<file path="src/rtl/led_ctrl_pkg.sv">
`default_nettype none
// ============================================================================
// Module      : led_ctrl_pkg
// Description : Shared types, widths and LED pattern helpers for the LED
//               bank controller.
// Revision    : 1.0 - initial release
// ============================================================================
package led_ctrl_pkg;

    localparam int LED_W = 4;

    typedef enum logic [1:0] {
        MODE_OFF     = 2'd0,
        MODE_SHIFT_L = 2'd1,
        MODE_BLINK   = 2'd2,
        MODE_COUNT   = 2'd3
    } mode_e;

    // First LED value shown after a mode is (re)started.
    function automatic logic [LED_W-1:0] init_pattern(input mode_e m);
        logic [LED_W-1:0] v;
        case (m)
            MODE_OFF:     v = '0;
            MODE_SHIFT_L: v = {{(LED_W-1){1'b0}}, 1'b1};
            MODE_BLINK:   v = '1;
            default:      v = '0;
        endcase
        return v;
    endfunction

    // LED value one pattern step after cur.
    function automatic logic [LED_W-1:0] step_pattern(input mode_e m,
                                                      input logic [LED_W-1:0] cur);
        logic [LED_W-1:0] v;
        case (m)
            MODE_OFF:     v = '0;
            MODE_SHIFT_L: v = {cur[LED_W-2:0], cur[LED_W-1]};
            MODE_BLINK:   v = ~cur;
            default:      v = cur + {{(LED_W-1){1'b0}}, 1'b1};
        endcase
        return v;
    endfunction

endpackage
`default_nettype wire

</file>
<file path="src/rtl/tick_gen.sv">
`default_nettype none
// ============================================================================
// Module      : tick_gen
// Description : Enable-gated prescaler producing a registered one-cycle tick
//               every TICK_DIV enabled cycles.
// Revision    : 1.0 - initial release
// ============================================================================
module tick_gen #(
    parameter int unsigned TICK_DIV = 50_000_000,
    parameter int          CNT_W    = 32
) (
    input  logic clk,
    input  logic rst_n,
    input  logic en,
    output logic tick
);

    localparam logic [CNT_W-1:0] c_last = CNT_W'(TICK_DIV - 1);
    localparam logic [CNT_W-1:0] c_one  = CNT_W'(1);

    logic [CNT_W-1:0] r_cnt;
    logic             r_tick;

    // Count enabled cycles; wrap and pulse tick on the last count of a period.
    always_ff @(posedge clk) begin
        if (!rst_n) begin
            r_cnt  <= '0;
            r_tick <= 1'b0;
        end else if (en) begin
            if (r_cnt == c_last) begin
                r_cnt  <= '0;
                r_tick <= 1'b1;
            end else begin
                r_cnt  <= r_cnt + c_one;
                r_tick <= 1'b0;
            end
        end else begin
            r_tick <= 1'b0;
        end
    end

    assign tick = r_tick;

endmodule
`default_nettype wire

</file>
<file path="src/rtl/led_mode_ctrl.sv">
`default_nettype none
// ============================================================================
// Module      : led_mode_ctrl
// Description : 4-LED pattern controller. Mode requests arrive over a
//               valid/ready handshake and are applied only on a tick
//               boundary so the visible sequence never glitches.
// Revision    : 1.0 - initial release
// ============================================================================
module led_mode_ctrl
    import led_ctrl_pkg::*;
#(
    parameter int unsigned TICK_DIV = 50_000_000,
    parameter int          CNT_W    = 32
) (
    input  logic             clk,
    input  logic             rst_n,
    input  logic [1:0]       mode,
    input  logic             mode_valid,
    output logic             mode_ready,
    input  logic             pause,
    output logic [LED_W-1:0] led,
    output logic             tick
);

    logic             w_tick;
    logic             w_en;
    logic             w_accept;

    mode_e            r_cur_mode,     w_cur_mode_nxt;
    mode_e            r_pending_mode, w_pending_mode_nxt;
    logic             r_pending,      w_pending_nxt;
    logic [LED_W-1:0] r_led,          w_led_nxt;

    assign w_en = ~pause;

    tick_gen #(
        .TICK_DIV (TICK_DIV),
        .CNT_W    (CNT_W)
    ) u_tick_gen (
        .clk   (clk),
        .rst_n (rst_n),
        .en    (w_en),
        .tick  (w_tick)
    );

    // A new request is only taken while nothing is outstanding.
    assign w_accept = mode_valid && !r_pending;

    // Mode, pending request and LED state registers.
    always_ff @(posedge clk) begin
        if (!rst_n) begin
            r_cur_mode     <= MODE_SHIFT_L;
            r_pending_mode <= MODE_SHIFT_L;
            r_pending      <= 1'b0;
            r_led          <= init_pattern(MODE_SHIFT_L);
        end else begin
            r_cur_mode     <= w_cur_mode_nxt;
            r_pending_mode <= w_pending_mode_nxt;
            r_pending      <= w_pending_nxt;
            r_led          <= w_led_nxt;
        end
    end

    // On a tick either switch to the pending mode or advance the pattern;
    // a request accepted on a tick cycle is only seen by the next tick.
    always_comb begin
        w_cur_mode_nxt     = r_cur_mode;
        w_pending_mode_nxt = r_pending_mode;
        w_pending_nxt      = r_pending;
        w_led_nxt          = r_led;

        if (w_tick) begin
            if (r_pending) begin
                w_cur_mode_nxt = r_pending_mode;
                w_led_nxt      = init_pattern(r_pending_mode);
                w_pending_nxt  = 1'b0;
            end else begin
                w_led_nxt = step_pattern(r_cur_mode, r_led);
            end
        end

        if (w_accept) begin
            w_pending_mode_nxt = mode_e'(mode);
            w_pending_nxt      = 1'b1;
        end
    end

    assign mode_ready = ~r_pending;
    assign led        = r_led;
    assign tick       = w_tick;

endmodule
`default_nettype wire

</file>
<file path="config.mk">
export PLATFORM = sky130hd
export DESIGN_NAME = led_mode_ctrl
export DESIGN_NICKNAME = d
export VERILOG_FILES = /design/src/rtl/led_ctrl_pkg.sv /design/src/rtl/tick_gen.sv /design/src/rtl/led_mode_ctrl.sv
export SDC_FILE = /design/constraint.sdc
export NUM_CORES = 1
export LEC_CHECK = 0
export BUFFER_PORTS_ARGS = -buffer_cell sky130_fd_sc_hd__buf_2
export CORE_MARGIN = 2
export CORE_UTILIZATION = 45
export CTS_CLUSTER_DIAMETER = 200
export CTS_CLUSTER_SIZE = 16
export DETAILED_ROUTE_END_ITERATION = 8
export SLEW_MARGIN = 0
export SYNTH_ARGS = -nofsm -noshare
export SYNTH_HDL_FRONTEND = slang
export SYNTH_SLANG_ARGS = --single-unit
</file>
<file path="constraint.sdc">
create_clock -name clk -period 2.8 [get_ports clk]
set_input_delay 0.28 -clock clk [delete_from_list [all_inputs] [get_ports clk]]
set_output_delay 0.28 -clock clk [all_outputs]
set_load 0.05 [all_outputs]
</file>
# After elaboration in Yosys (flattened, before gate mapping)
# Cells that the tools add are included.
[classes] reduce_logical=6 n_bitwise=3 addsub=2 n_eq_ne=5 n_mux=7
[ops] operator="$add A32 B1 Y32 const B" n=1
[ops] operator="$eq A32 B26 Y1 const B" n=1
[ops] operator="$mux W32" n=1
[ops] operator="$pmux W4 S3" n=1
[ops] operator="$pmux W4 S2" n=1
[ops] operator="$add A4 B1 Y4 const B" n=1
[ops] operator="$eq A2 B1 Y1 const B" n=2
[ops] operator="$eq A2 B2 Y1 const B" n=2
[ops] operator="$mux W4" n=1
[ops] operator="$not A4 Y4" n=1
[ops] operator="$mux W1" n=3
[ops] operator="$logic_not A2 Y1" n=1
[ops] operator="$not A1 Y1" n=2
[ops] operator="$reduce_and A2 Y1" n=1
[ops] operator="$reduce_bool A2 Y1" n=1
[ops] operator="$reduce_or A2 Y1" n=1
[ops] operator="$logic_and A1 B1 Y1" n=1
[ops] operator="$logic_not A1 Y1" n=1
[totals] word_cells=29 out_inout_bits=6 ff_bits=42 in_bits=6

# Logic depth before layout (Yosys ltp)
# Gate-level depths: netlist of run 1.
[logic_depth] depth_word=3 depth_mapped=7 ltp_nobuf=6

# By module
# From an unflattened synthesis of run 1, not the netlist that was laid out.
[unflattened] cells_unflattened=276 area_unflattened_um2=2262.2
[by_module_without_submodules] module="tick_gen" area_each_um2=1771.7 seq_area_each_um2=660.6 n_inst=1 cells_per_inst=215
[by_module_without_submodules] module="led_mode_ctrl" area_each_um2=490.5 seq_area_each_um2=180.2 n_inst=1 cells_per_inst=61

# Worst setup path before layout of run 1
# Ideal clock, no wire load.
[synth_timing] path_type="flip-flop to flip-flop" startpoint="register r_led[1], in the netlist led[1]" endpoint="register r_led[1], in the netlist led[1]" path_buffers=0 required_time_ns=2.685 arrival_time_ns=1.591 stages_incl_launch_ff=7 period_less_slack_ns=1.706 slack_ns=1.094 path_cell_list="dfxtp_1 > ha_1 > nand2_1 > o21ai_0 > a211oi_1 > o22ai_1 > and2_1"
[synth_between] elab_chain_cells=3 word_cells_on_any_way=4
[synth_lines] item="start, declared" line="led_mode_ctrl.sv:32" source="logic [LED_W-1:0] r_led, w_led_nxt;"
[synth_lines] item="start signal, assigned" line="led_mode_ctrl.sv:55" source="r_led <= init_pattern(MODE_SHIFT_L);"
[synth_lines] item="start signal, assigned" line="led_mode_ctrl.sv:60" source="r_led <= w_led_nxt;"
[synth_lines] item="$add A4 B1 Y4 or $not A4 Y4 (tied branches)" line="led_ctrl_pkg.sv:39, led_ctrl_pkg.sv:38"
[synth_lines] item="$pmux W4 S3 *" line="led_ctrl_pkg.sv:35" source="case (m)"
[synth_lines] item="$mux W4 *" line="led_mode_ctrl.sv:73" source="if (r_pending) begin"
# Every way passes the cells marked *; elsewhere a longest branch is shown, timed or not.
# A chain may end at the register's enable or synchronous reset.

# Worst setup path after layout of run 1
[layout_timing] startpoint="register u_tick_gen.r_cnt[15]" endpoint="register u_tick_gen.r_cnt[23]"
[layout_between] elab_chain_cells=2 word_cells_on_any_way=3
[layout_lines] item="start, declared" line="tick_gen.sv:21" source="logic [CNT_W-1:0] r_cnt;"
[layout_lines] item="start signal, assigned" line="tick_gen.sv:34" source="r_cnt <= r_cnt + c_one;"
[layout_lines] item="$add A32 B1 Y32 or $eq A32 B26 Y1 (tied branches)" line="tick_gen.sv:34, tick_gen.sv:30"
[layout_lines] item="$mux W32 *" line="tick_gen.sv:30" source="if (r_cnt == c_last) begin"
# Marks and branches as above.

==> results of run 1 <==
-- layer usage --
metal  share of wire (%)  track usage (%)  up-vias
met5                   0                0        -
met4                 2.1            9.053        0
met3                 2.3            4.282        8
met2                  45            25.96       19
met1                  51            23.30      765
li1                    -                -      849
-- final cells by class --
type / count / share of cell area (%)
clock buffer: 6 / 3.180
clock inverter: 2 / 1.645
inverter: 6 / 0.9868
multi-input combinational: 184 / 51.97
sequential: 42 / 36.84
tap: 54 / 2.961
timing repair buffer: 11 / 2.412
-- worst paths after layout --
check                             from              endpoint  slack (ns)  depth (start not counted)
setup reg to reg  u_tick_gen.r_cnt[15]  u_tick_gen.r_cnt[23]        0.70                          5
setup / recovery  u_tick_gen.r_cnt[15]  u_tick_gen.r_cnt[23]        0.70                          5
hold / removal                 mode[0]     r_pending_mode[0]        0.21                          3
hold reg to reg   u_tick_gen.r_cnt[14]  u_tick_gen.r_cnt[14]        0.50                          1
-- cell usage after synthesis, types with 2 or more instances --
cell type  instances
o211ai_1           3
and3_1             2
ha_1               3
a211oi_1           3
nor2_2            10
nand4_1            3
o21ai_0            6
nand2b_1           4
buf_2              3
xor2_1             9
xnor2_1           19
a31oi_1            3
dfxtp_1           42
nor2b_1            3
and2_1             2
nor3_1             6
mux2i_1            3
nor4_1             7
nor2_1            27
nand3_1           15
clkbuf_1           6
nand2_1           25
a21oi_1            7
buf_6              3
and4_1             5
inv_1              6
buf_4              2
-- flip-flops by register name, indices dropped and copies added (netlist names) --
| name | cells |
|---|---|
| u_tick_gen.tick | 1 |
| r_cur_mode | 2 |
| u_tick_gen.r_cnt | 32 |
| r_pending | 1 |
| r_pending_mode | 2 |
| led | 4 |
-- cell families (layout without fill, tap and decap cells) --
logic type,after synthesis,after routing,synth area share [%]
buf+inv,20,25,5.096
xor+xnor,28,28,11.48
compound gates,26,26,7.792
fa+ha+maj,3,3,1.758
flops,42,42,39.37
mux,3,3,1.406
simple gates,124,124,33.10
-- tightest hold or removal path: cells and delay by family --
family                 cells  cell delay, ns
AO/OA/AOI/OAI              1            0.07
buffers and inverters      1            0.07
AND/OR/NAND/NOR            1            0.04
-- power breakdown --
| part | internal, W | leakage, nW | switching, W | total [W] |
|---|---|---|---|---|
| sequential | 0.000605 | 0.340 | 0.00000832 | 0.000613 |
| clock | 0.000266 | 0.0514 | 0.000210 | 0.000476 |
| combinational | 0.0000151 | 0.429 | 0.0000280 | 0.0000431 |
-- metrics by stage --
stage / hold slack (ns) / util, % / setup WS [ns] / cell area, um^2 / std cells
4_1_cts: 0.2040 / 48.97 / 0.7050 / 2282 / 305
3_5_place_dp: 0.4694 / 46.60 / 0.7012 / 2172 / 297
5_1_grt: 0.2091 / 48.97 / 0.4611 / 2282 / 305
3_3_place_gp: 0.4670 / 46.60 / 0.7153 / 2172 / 297
6_report: 0.2085 / 48.97 / 0.7019 / 2282 / 305
2_1_floorplan: 0.4136 / - / 1.094 / 2136 / 246
==> flow_metrics.tcl, run 1 <==
set metrics [dict create \
    antenna_left 0 \
    maxCapViolCount 0 \
    synth-seq-cells 42 \
    cts_tree "yes" \
    drt_wl_total_mm 4.049 \
    rows 25 \
    area_growth_pct 6.854 \
    netlist_area_um2 2136 \
    cts_buffers 5 \
    die_h_um 72.89 \
    initialDrtViolationCount 86 \
    required_ns 2.97 \
    hold_path.class "in -> reg" \
    rsz0062_at_grt "no" \
    crit_buf_inv 0 \
    timing.fmax_mhz 476.6 \
    insertion_delay_ns 0.30 \
    groute.usage.overall_pct 17.41 \
    power.leakage_nw 0.8204 \
    fillers 450 \
    final_net_count 259 \
    core_area_um2 4661 \
    grt_max_degree 22 \
    multi_input_area_um2 1186 \
    die_x_um 72.89 \
    syn_inst 246 \
    clk_pin_slew_ns 0.08 \
    critPathLaunchType "register" \
    yosysUniqueCellTypes 46 \
    grt_overflow 0 \
    gp_congestion 0.8016 \
    final_cell_mix "dfxtp_1, nor2_1, nand2_1" \
    grt_antenna_before_repair 0 \
    vdd_ir_drop_max_mv 0.3106 \
    cts_max_level 2 \
    syn-num-nets 255 \
    wire_per_inst_um 13.28 \
    crit_type "reg -> reg" \
    regArea_um2 840.8 \
    critPathCaptureType "register" \
    fin_total_pwr_w 0.001132 \
    drive_gt1_share_pct 15.54 \
    cp_cell_sequence "and4_1 > nand3_1 > or3_4 > o21ai_4 > nor2_1" \
    synth_top_area_cell "dfxtp_1" \
    ys.flop_type "dfxtp_1" \
    critPathMaxStageDelay_ns 0.56 \
    slew-limit-headroom_pct 54.00 \
    ios 12 \
    setup_viol 0 \
    fin_setup_tns_ns 0 \
    first_global_vias 1566 \
    dr.pass1.iters 4 \
    post-route-drc-count 0 \
    synth_edf_count 0 \
    post_cts_buffers 0 \
    grt_pass1_wl_mm 7.155 \
    vias_per_cell 5.380 \
    synth_area_leaders "dfxtp_1, xnor2_1, nor2_1" \
    post-route-period-util_pct 74.93 \
    initial_utilization_pct 45.83 \
    numClockSinks 42 \
    period_needed_ns 2.098 \
    die-area_um2 5313 \
    cp_max_fo 21 \
    tightest_slew_ns 0.6874 \
    hold_violations 0 \
    post_cts_resized 0 \
    cts_buffer_depth 2 \
    root_buffer "clkbuf_8" \
    routed-via-count 1641 \
    avgSynthCellArea_um2 8.682 \
    final_common_cell "dfxtp_1" \
    slowest_stage "o21ai_4" \
    ys_warn_count 0 \
    skew_ns 0.004536 \
    yosys.area.top_type_share_pct 39.37 \
    async_flop_share_pct 0 \
    antenna-diode-count 0 \
    cp.arrival_ns 2.26 \
    synth-seq-area-share_pct 39.37 \
    status "finished, final reports clean" \
    power_density_nw_per_um2 496.0 \
    cts_hold_buf 0 \
    dpl.hpwl_mm 2.817 \
    cp_top_family "simple AND/OR/NAND/NOR gates" \
    numPortBuffers 11 \
    drv_slew 0 \
]
Note: power is estimated with default switching activity, not from simulation.
==> inputs of run 2 (changes only) <==
- clock period: 2.8 -> 2.1 ns (I/O delays scaled with it)
==> flow_metrics.tcl, run 2 (same netlist as run 1, synthesis figures left out) <==
set metrics [dict create \
    status "finished, final reports clean" \
    fillers 444 \
    initialDrtViolationCount 87 \
    dp.cells 299 \
    regArea_um2 840.8 \
    clk_pin_slew_ns 0.08 \
    fin_total_pwr_w 0.001393 \
    skew_ns 0.008797 \
    critPathMaxStageDelay_ns 0.43 \
    crit_buf_inv 1 \
    core_area_um2 4661 \
    swShare_pct 23.55 \
    crit_type "reg -> reg" \
    wire_per_inst_um 13.20 \
    final_net_count 261 \
    vias_per_cell 5.215 \
    p_int_w 0.001065 \
    cp_cell_sequence "and4_1 > nand3_1 > or3_4 > o21ai_4 > buf_12 > nor2_1" \
    drv_slew 0 \
    rr_startpoint "u_tick_gen.r_cnt[15]" \
    post-route-period-util_pct 84.62 \
    multi_input_area_um2 1186 \
    required_ns 2.29 \
    hold_violations 0 \
    finish.utilization_pct 49.05 \
    antenna_left 0 \
    cts_tree "yes" \
    drt_wl_total_mm 4.052 \
    startpoint "u_tick_gen.r_cnt[15]" \
    dpl.hpwl_mm 2.860 \
    slowest_stage "dfxtp_1" \
    grt_pass1_wl_mm 6.927 \
    stdcell_count 307 \
    vdd_ir_drop_max_mv 0.3691 \
    cp.arrival_ns 1.97 \
    dr.pass1.iters 4 \
    first_global_vias 1416 \
    setup_viol 0 \
    p_sw_w 0.0003281 \
    final_common_cell "dfxtp_1" \
    groute.usage.overall_pct 16.88 \
    post-route-drc-count 0 \
    numPortBuffers 11 \
    path_depth 6 \
    antenna-diode-count 0 \
    numClockSinks 42 \
    critPathLaunchType "register" \
    drive_gt1_share_pct 16.21 \
    die-area_um2 5313 \
    power_density_nw_per_um2 609.3 \
    cts_buffers 5 \
    min_from "mode[0]" \
    cts_max_level 2 \
    post_cts_buffers 0 \
    regMostFlops "u_tick_gen.r_cnt" \
    die_h_um 72.89 \
    area_growth_pct 7.030 \
    critPathCaptureType "register" \
    cp_top_family "simple AND/OR/NAND/NOR gates" \
    fin_setup_tns_ns 0 \
    tightest_slew_ns 0.3930 \
    final_cell_mix "dfxtp_1, nor2_1, nand2_1" \
    dp_slack_ns 0.3310 \
    cts_buffer_depth 2 \
    cp_max_fo 21 \
    ios 12 \
    grt_overflow 0 \
    fin_ws_ns 0.3231 \
    worstRegToRegCells 6 \
    rows 25 \
    root_buffer "clkbuf_8" \
    power.leakage_nw 0.8290 \
    timing.fmax_mhz 562.8 \
    hold_path.class "in -> reg" \
    p_clk_share_pct 36.9 \
    initial_utilization_pct 45.83 \
    grt_max_degree 22 \
    maxCapViolCount 0 \
    die_x_um 72.89 \
    insertion_delay_ns 0.29 \
    combPwrFrac_pct 4.4 \
    gp_congestion 0.7720 \
    post_cts_resized 0 \
    largest_reg_flops 32 \
    seqPwrFrac_pct 58.7 \
    grt_antenna_before_repair 0 \
    timing.rr.end "u_tick_gen.r_cnt[27]" \
    cts_hold_buf 0 \
    rsz0062_at_grt "no" \
    routed-via-count 1601 \
    critPathCapture "u_tick_gen.r_cnt[27]" \
    period_needed_ns 1.777 \
    rrSetupSlack_ns 0.32 \
    slew-limit-headroom_pct 73.77 \
]
run 2: changes by cell type in the layout (fill, tap and decap cells not counted), sizes merged:
cell      change
clkinv        +2
clkinvlp      -1
buf           +2
bufinv        -1
run 2: cell type report:
class	count	area share (%)
multi-input cells	184	51.89
flip-flops and latches	42	36.78
repair buffers	13	3.612
clock buffers	6	3.175
well taps	54	2.956
inverters	6	0.9852
clock inverters	2	0.6021
run 2: power groups by stage:
stage          clock network, W  logic [W]  registers, W
6_report               0.000514  0.0000617      0.000817
5_1_grt                0.000565  0.0000698      0.000819
4_1_cts                0.000538  0.0000628      0.000817
3_5_place_dp                  0  0.0000623      0.000836
3_3_place_gp                  0  0.0000623      0.000836
2_1_floorplan                 0  0.0000498      0.000830
run 2: stage by stage:
| stage | hold slack [ns] | area [um^2] |
|---|---|---|
| 2_1_floorplan | 0.3436 | 2136 |
| 3_3_place_gp | 0.4403 | 2200 |
| 3_5_place_dp | 0.4468 | 2200 |
| 4_1_cts | 0.1313 | 2286 |
| 5_1_grt | 0.1437 | 2286 |
| 6_report | 0.1391 | 2286 |
run 2: worst min-delay path by stage:
| stage | end | slack [ns] | cells past startpoint |
|---|---|---|---|
| 2_1_floorplan | u_tick_gen.r_cnt[12] | 0.34 | 2 |
| 3_3_place_gp | r_pending_mode[0] | 0.44 | 3 |
| 3_5_place_dp | r_pending_mode[0] | 0.45 | 3 |
| 4_1_cts | r_pending_mode[0] | 0.13 | 3 |
| 5_1_grt | r_pending_mode[0] | 0.14 | 3 |
| 6_report | r_pending_mode[0] | 0.14 | 3 |
run 2: worst register-to-register path, delay by kind of cell, from the launching register on:
family | cells | cell delay [ns]
flops | 1 | 0.43
compound gates | 1 | 0.16
buf+inv | 1 | 0.19
simple gates | 4 | 0.90
run 2: metal layers:
metal / wire length, um / up-vias / global-route usage, %
met2: 1710 / 16 / 24.85
met3: 101 / 7 / 4.144
met1: 2191 / 720 / 24.44
li1: - / 858 / -
met4: 48 / 0 / 4.938
met5: 0 / - / 0
